==> src/rtl/uart_rx.sv <==
// -----------------------------------------------------------------------------
// uart_rx -- 8N1 UART receiver with a one-entry valid/ready output register.
//
// The line is synchronised, then a five-state FSM finds the start bit, checks
// it again half a bit later, and samples the eight data bits (LSB first) and
// the stop bit in the middle of each bit. A good frame is offered on
// o_data/o_valid. A frame whose stop bit is low is dropped and o_frame_err
// pulses. After that, the receiver waits for the line to return high.
//
// Parameters
//   input_clk_hz  clock frequency in Hz
//   baud_rate     line bit rate; CLKS_PER_BIT = input_clk_hz / baud_rate
//                 (it must be at least 2, so that HALF_BIT is non-zero)
//
// Ports
//   i_clk        clock, rising edge
//   i_rst        synchronous reset, active low
//   i_rx         asynchronous serial input, idle high
//   i_ready      consumer accepts o_data when high together with o_valid
//   o_data       last received byte
//   o_valid      o_data holds a byte not yet consumed
//   o_frame_err  one-cycle pulse: stop bit sampled low
//   o_overrun    one-cycle pulse: byte completed while the previous one was
//                still pending (the new byte is dropped)
//   o_busy       high whenever the FSM is not in IDLE
// -----------------------------------------------------------------------------
module uart_rx #(
  parameter int input_clk_hz = 12_000_000,
  parameter int baud_rate    = 9600
) (
  input  logic       i_clk,
  input  logic       i_rst,
  input  logic       i_rx,
  input  logic       i_ready,
  output logic [7:0] o_data,
  output logic       o_valid,
  output logic       o_frame_err,
  output logic       o_overrun,
  output logic       o_busy
);

  localparam int CLKS_PER_BIT = input_clk_hz / baud_rate;
  localparam int HALF_BIT     = CLKS_PER_BIT / 2;
  localparam int CNT_W        = $clog2(CLKS_PER_BIT + 1);

  // Terminal counts: the counter runs 0..N-1, so it never wraps inside a bit.
  localparam logic [CNT_W-1:0] BIT_LAST  = CNT_W'(CLKS_PER_BIT - 1);
  localparam logic [CNT_W-1:0] HALF_LAST = CNT_W'(HALF_BIT - 1);

  typedef enum logic [2:0] {
    ST_IDLE,
    ST_START,
    ST_DATA,
    ST_STOP,
    ST_WAIT_IDLE
  } state_t;

  // ---------------------------------------------------------------------------
  // Input synchroniser. Both flops reset to the idle level so that reset
  // release never looks like a start bit.
  // ---------------------------------------------------------------------------
  logic rx_meta;
  logic rx_s;

  // NOTE: every clocked process uses non-blocking assignments, so all flops
  // sample their inputs from before the edge. A blocking assignment here would
  // merge the two synchroniser stages into one.
  always_ff @(posedge i_clk) begin
    if (!i_rst) begin
      rx_meta <= 1'b1;
      rx_s    <= 1'b1;
    end else begin
      rx_meta <= i_rx;
      rx_s    <= rx_meta;
    end
  end

  // ---------------------------------------------------------------------------
  // Receive FSM: state register
  // ---------------------------------------------------------------------------
  state_t           state, state_n;
  logic [CNT_W-1:0] cnt, cnt_n;
  logic [2:0]       bit_idx, bit_idx_n;
  logic [7:0]       shift, shift_n;
  logic             byte_done;
  logic             frame_err;

  always_ff @(posedge i_clk) begin
    if (!i_rst) begin
      state   <= ST_IDLE;
      cnt     <= '0;
      bit_idx <= '0;
      shift   <= '0;
    end else begin
      state   <= state_n;
      cnt     <= cnt_n;
      bit_idx <= bit_idx_n;
      shift   <= shift_n;
    end
  end

  // ---------------------------------------------------------------------------
  // Receive FSM: next state and per-bit sampling
  // ---------------------------------------------------------------------------
  // NOTE: every signal gets its default at the top of the block. Then any path
  // through the case statement that does not assign a signal keeps the
  // default, and no latch is inferred.
  always_comb begin
    state_n   = state;
    cnt_n     = cnt;
    bit_idx_n = bit_idx;
    shift_n   = shift;
    byte_done = 1'b0;
    frame_err = 1'b0;

    unique case (state)
      ST_IDLE: begin
        cnt_n = '0;
        if (!rx_s) state_n = ST_START;
      end

      // Check the start bit again half a bit later. If the line is high by
      // then, the low level was a glitch and is ignored without a trace.
      ST_START: begin
        if (cnt == HALF_LAST) begin
          cnt_n     = '0;
          bit_idx_n = '0;
          state_n   = rx_s ? ST_IDLE : ST_DATA;
        end else begin
          cnt_n = cnt + 1'b1;
        end
      end

      // The start-bit check happened at mid-bit, so each full bit period
      // from there lands in the middle of the next bit.
      ST_DATA: begin
        if (cnt == BIT_LAST) begin
          cnt_n            = '0;
          shift_n[bit_idx] = rx_s;
          if (bit_idx == 3'd7) state_n   = ST_STOP;
          else                 bit_idx_n = bit_idx + 3'd1;
        end else begin
          cnt_n = cnt + 1'b1;
        end
      end

      ST_STOP: begin
        if (cnt == BIT_LAST) begin
          cnt_n = '0;
          if (rx_s) begin
            byte_done = 1'b1;
            state_n   = ST_IDLE;
          end else begin
            frame_err = 1'b1;
            state_n   = ST_WAIT_IDLE;
          end
        end else begin
          cnt_n = cnt + 1'b1;
        end
      end

      // A line held low (break) must not be read as a stream of start bits.
      ST_WAIT_IDLE: begin
        cnt_n = '0;
        if (rx_s) state_n = ST_IDLE;
      end

      default: state_n = ST_IDLE;
    endcase
  end

  assign o_busy = (state != ST_IDLE);

  // ---------------------------------------------------------------------------
  // Output register: a one-entry buffer, independent of the FSM state. If the
  // consumer takes the pending byte in the same cycle that a new byte
  // completes, the new byte replaces it. Otherwise the new byte is dropped and
  // o_overrun pulses.
  // ---------------------------------------------------------------------------
  always_ff @(posedge i_clk) begin
    if (!i_rst) begin
      o_data      <= 8'h00;
      o_valid     <= 1'b0;
      o_frame_err <= 1'b0;
      o_overrun   <= 1'b0;
    end else begin
      o_frame_err <= frame_err;
      o_overrun   <= byte_done && o_valid && !i_ready;
      if (byte_done && (!o_valid || i_ready)) begin
        o_data  <= shift;
        o_valid <= 1'b1;
      end else if (o_valid && i_ready) begin
        o_valid <= 1'b0;
      end
    end
  end

endmodule

==> config.mk <==
export PLATFORM = sky130hd
export DESIGN_NAME = uart_rx
export DESIGN_NICKNAME = d
export VERILOG_FILES = /design/src/rtl/uart_rx.sv
export SDC_FILE = /design/constraint.sdc
export NUM_CORES = 1
export LEC_CHECK = 0
export CAP_MARGIN = 40
export CORE_AREA = 2 2 53 80
export CTS_BUF_LIST = sky130_fd_sc_hd__clkbuf_4 sky130_fd_sc_hd__clkbuf_8
export DETAILED_ROUTE_END_ITERATION = 7
export DIE_AREA = 0 0 55 82
export PLACE_DENSITY = 0.71
export SETUP_SLACK_MARGIN = 0.15
export SKIP_LAST_GASP = 1
export SLEW_MARGIN = 10
export SYNTH_ARGS = -nofsm -noshare
export SYNTH_HDL_FRONTEND = slang
export SYNTH_SLANG_ARGS = --single-unit
==> constraint.sdc <==
create_clock -name i_clk -period 2.05 [get_ports i_clk]
set_input_delay 0.41 -clock i_clk [delete_from_list [all_inputs] [get_ports i_clk]]
set_output_delay 0.41 -clock i_clk [all_outputs]
set_load 0.05 [all_outputs]
; ---- Word level (Yosys, flattened, before mapping)
; Index checks and enable logic that the tools add are counted.
[word_totals]
output_inout_bits = 12
register_bits = 38
inputBits = 4
word_cells = 72
[op_classes]
n_reduce_logical = 19
mux = 25
n_lt_le_gt_ge = 2
n_addsub = 2
n_eq_ne = 14
[ops]
columns = cell, count
row1 = one-hot mux 11 bit (3 select lines), 1
row2 = two-way mux 3 bit, 10
row3 = two-way mux 11 bit, 2
row4 = one-hot mux 3 bit (5 select lines), 1
row5 = inequality test 2 bit (second input constant), 7
row6 = adder 11 x 1 -> 11 bit (second input constant), 1
row7 = equality test 11 x 10 -> 1 bit (second input constant), 1
row8 = equality test 11 bit (second input constant), 1
row9 = bitwise mux 8 bit, 1
row10 = two-way mux 1 bit, 7
row11 = equality test 3 x 2 -> 1 bit (second input constant), 2
row12 = equality test 3 bit (second input constant), 2
row13 = one-hot mux 3 bit (2 select lines), 1
row14 = AND reduction 6 bit, 1
row15 = nonzero test 3 bit, 2
row16 = logical AND 1 bit, 5
row17 = less-than comparator 3 x 4 -> 1 bit (second input constant), 1
row18 = AND reduction 4 bit, 1
row19 = nonzero test 2 bit, 2
row20 = OR reduction 2 bit, 2
row21 = adder 3 x 1 -> 3 bit (second input constant), 1
row22 = demux 1 bit (select 3 bit), 1
row23 = equality test 3 x 1 -> 1 bit (second input constant), 1
row24 = >= comparator 3 x 1 -> 1 bit (second input constant), 1
row25 = 6 further kinds, 7

; ---- Logic depth before layout (Yosys ltp)
[logic_depth]
word_depth = 5
ltp_mapped = 8
depth_no_buf = 7

; ---- Worst setup path before layout
; Ideal clock, no wire load.
[synth_timing]
path_type = reg-to-reg
from = reg cnt[2]
to = reg shift[0]
n_path_buf = 1
synth_period_minus_slack_ns = 1.905
path_slack_ns = 0.145
arrival_time_ns = 1.774
stages_incl_launch_ff = 7
setup_time_ns = 0.131
required_ns = 1.919
cell_sequence = dfxtp_1 > or4b_1 > buf_2 > nor3_4 > nand3b_2 > o311ai_1 > o41ai_1
[synth_via]
elab_chain_len = 2
[synth_rtl]
columns = element, line_no
row1 = start: declaration, 82  ; logic [CNT_W-1:0] cnt, cnt_n;
row2 = start signal: assignment, 96  ; cnt <= cnt_n;
row3 = equality test 11 bit, 137  ; if (cnt == BIT_LAST) begin
row4 = AND reduction 2 bit (no line), n/a
row5 = end signal: assignment, 98  ; shift <= shift_n;
row6 = end: declaration, 84  ; logic [7:0] shift, shift_n;
; No other way between the ends.
; A chain may end at the register's enable or synchronous reset.

; ---- Worst setup path after layout
[layout_timing]
from = reg cnt[2]
to = reg shift[2]
; The elaborated chain is that of the path after synthesis.

==> impl_metrics.ini <==
[clock_tree]
cts_tree = yes
cts_made_buffers = 5
htreeDepth = 2
cts.clk_slew.worst_paths_ns = 0.07
cts.sinks = 38
clk_path_buf_depth = 2
cts_root_buffer = clkbuf_8
worst_skew_pair.late_latency_ns = 0.29
cts_hold_buffers = 0

[route]
drtAntennaViolNets = 0
vias_per_cell = 5.446
dr.first_iter.drc_count = 34
wl_mm = 3.537
vias = 1465
wl_per_cell_um = 13.15
drc = 0
drt_pre_antenna_iters = 4

[grt]
met2_usage = 0.3024
first_global_vias = 1319
use_met3 = 0.05091
gr-usage-met1 = 0.1874
grt.overflow.total = 0
grt.busiest_layer = met2
grt_max_degree = 17
grt_pass1_wl_mm = 5.727
grt_usage = 0.1751
antenna_found_initial = 0

[cells_and_area]
multi_input_area_sq_um = 1051
final.fill_count = 341
antennaDiodeCount = 0
finalNetCount = 233
utilization = 0.5776
area_delta_synth_final_pct = 21.60
regArea_sq_um = 762.0
layout-drive-gt1-share = 0.1473

[sta]
worst_pin_slew_ns = 0.5046
fmax_ghz = 0.5278
period_needed_ns = 1.895
fin_setup_tns_ns = 0
relSlewSlack = 0.6625
finalMaxSlewViolations = 0
finalHoldViolCount = 0
rsz0062_at_grt = true
worst_slack_ns = 0.1553
final-setup-viol-count = 0
finalClockSkew_ns = 0.008005
period_share = 0.9243

[logic_synthesis]
syn_inst = 199
yosysTopAreaCellShare = 0.4156
ys_ff_latch = 38
yosysSeqAreaShare = 0.4156
netlist_top_cells_area = dfxtp_1 42%, mux2i_1 8.7%, nor2b_1 4.8%
yosysWarnings = 0
synth_cell_types = 46
syn_avg_cell_area_sq_um = 9.199
synth_enable_flop_cells = 0
synth_fp_nets = 208
synthArstFlopShare = 0
synth_top_cell_by_area = dfxtp_1
synth-main-ff-cell = dfxtp_1
synth_area_sq_um = 1831

[floorplanning]
die_h_um = 82
io_pins = 16
std_cell_rows = 28
initial_core_util = 0.4750
coreArea_sq_um = 3854
dieArea_sq_um = 4510
die_width_um = 55

[critical_path]
endpoint_kind = flip-flop
critPathBufInv = 1
worstPathArrival_ns = 2.11
start_kind = flip-flop
path_max_fanout = 6
criticalPathCategory = reg -> reg
worstPathCellList = or4b_4, buf_6, nor3_4, nand3b_4, nor3b_2, mux2i_1
worstPathRequired_ns = 2.26
worst_path_dominant_cell_family = simple AND/OR/NAND/NOR gates
crit_slowest_cell = or4b_4
cp_slowest_stage_delay_ns = 0.57
r2r_setup_slack_ns = 0.16

[power]
power_density_nw_per_um2 = 566.5
p_leak_uw = 0.0009000
finalPower_uw = 1261
peakVddDrop_uv = 416.8

[placement]
gp_congestion = 0.8479
dp_hpwl_mm = 2.510
io_buffers = 15
pre_cts_slack_ns = 0.006629

[job]
drv_cap = 0

[outcome]
run_status = finished, final reports clean

[min_path]
hold_path.class = reg -> reg
[synth_stat cells (all sizes together), types with 3 or more instances]
cell and instances:
mux2i 16, ha 5, nor2b 14, dfxtp 38, nor2 16, nor3b 5
o41ai 3, nand3b 4, nand2 23, o21ai 5, nor3 3, buf 5
nand3 5, nand2b 5, clkbuf 5, xnor2 5, inv 5, nand4 3
nor4 3, or3 3
[report_power, final]
group | leakage (uW) | internal (uW) | switching, uW | total (uW)
registers | 0.000307 | 741 | 3.79 | 745
clock network | 0.0000438 | 228 | 246 | 474
logic | 0.000549 | 19.8 | 23.0 | 42.8
total | 0.000900 | 989 | 273 | 1260
[repair_timing]
item / CTS / global route
pin swaps: 4 / 3
resized for setup: 6 / 6
cloned: 0 / 0
endpoints found under the setup margin: 29 / 34
endpoints found under the hold margin: 0 / 0
setup buffers: 2 / 0
[logic make-up (layout without fill, tap and decap cells)]
logic type	count (synthesis)	in the layout	synth area share
compound gates	25	25	0.09774
xor+xnor	7	7	0.03349
fa+ha+maj	5	5	0.03418
buf+inv	15	40	0.03418
flops	38	38	0.4156
mux	16	16	0.08749
simple gates	93	93	0.2973
[cells in the final DEF, fill, tap and decap left out, types with 2 or more instances in the layout]
| cell | count |
|---|---|
| o211ai_1 | 2 |
| clkinv_2 | 2 |
| inv_1 | 5 |
| or3_1 | 3 |
| nand4_1 | 3 |
| o31ai_1 | 2 |
| buf_6 | 3 |
| buf_4 | 11 |
| o2111ai_1 | 2 |
| clkdlybuf4s50_1 | 13 |
| nor3b_1 | 2 |
| nand3_1 | 5 |
| o21ai_0 | 2 |
| nand3b_1 | 3 |
| o41ai_1 | 3 |
| xnor2_1 | 5 |
| mux2i_1 | 16 |
| a21oi_1 | 2 |
| nand2b_1 | 5 |
| ha_1 | 5 |
| clkbuf_8 | 5 |
| nor2_1 | 16 |
| a21boi_0 | 2 |
| o22ai_1 | 2 |
| nor2b_1 | 14 |
| o21ai_1 | 3 |
| nand2_1 | 23 |
| xor2_1 | 2 |
| nor3b_2 | 3 |
| nor3_1 | 2 |
| dfxtp_1 | 37 |
[layer usage]
layer,vias to the layer above,part of all wire
li1,750,-
met1,692,0.43
met2,16,0.53
met3,7,0.018
met4,0,0.019
met5,-,0
[state kept, by name, summed over array words and instances, names as in the netlist]
signal and flops:
o_overrun 1, rx_meta 1, o_frame_err 1, o_data 8
bit_idx 3, state 3, cnt 11, o_valid 1
shift 8, rx_s 1
[final cells by class]
| class | instances | area share |
|---|---|---|
| Multi-Input combinational cell | 146 | 0.4722 |
| Sequential cell | 38 | 0.3423 |
| Timing Repair Buffer | 28 | 0.1164 |
| Clock buffer | 5 | 0.03092 |
| Tap cell | 45 | 0.02530 |
| Inverter | 5 | 0.008432 |
| Clock inverter | 2 | 0.004497 |
[path summary, 6_finish.rpt]
kind | from | to | depth (start not counted)
setup / recovery | cnt[2] | shift[2] | 6
hold reg to reg | rx_meta | rx_s | 1
setup reg to reg | cnt[2] | shift[2] | 6
hold / removal | rx_meta | rx_s | 1
[stage by stage]
step,hold WS (ns),cell area (sq um),cells
finish,0.4055,2226,269
global placement,0.3884,2073,260
global route,0.4290,2226,269
CTS,0.4112,2198,269
detailed placement,0.3951,2073,260
floorplan,0.3863,1831,199
(Power assumes the default switching activity.)
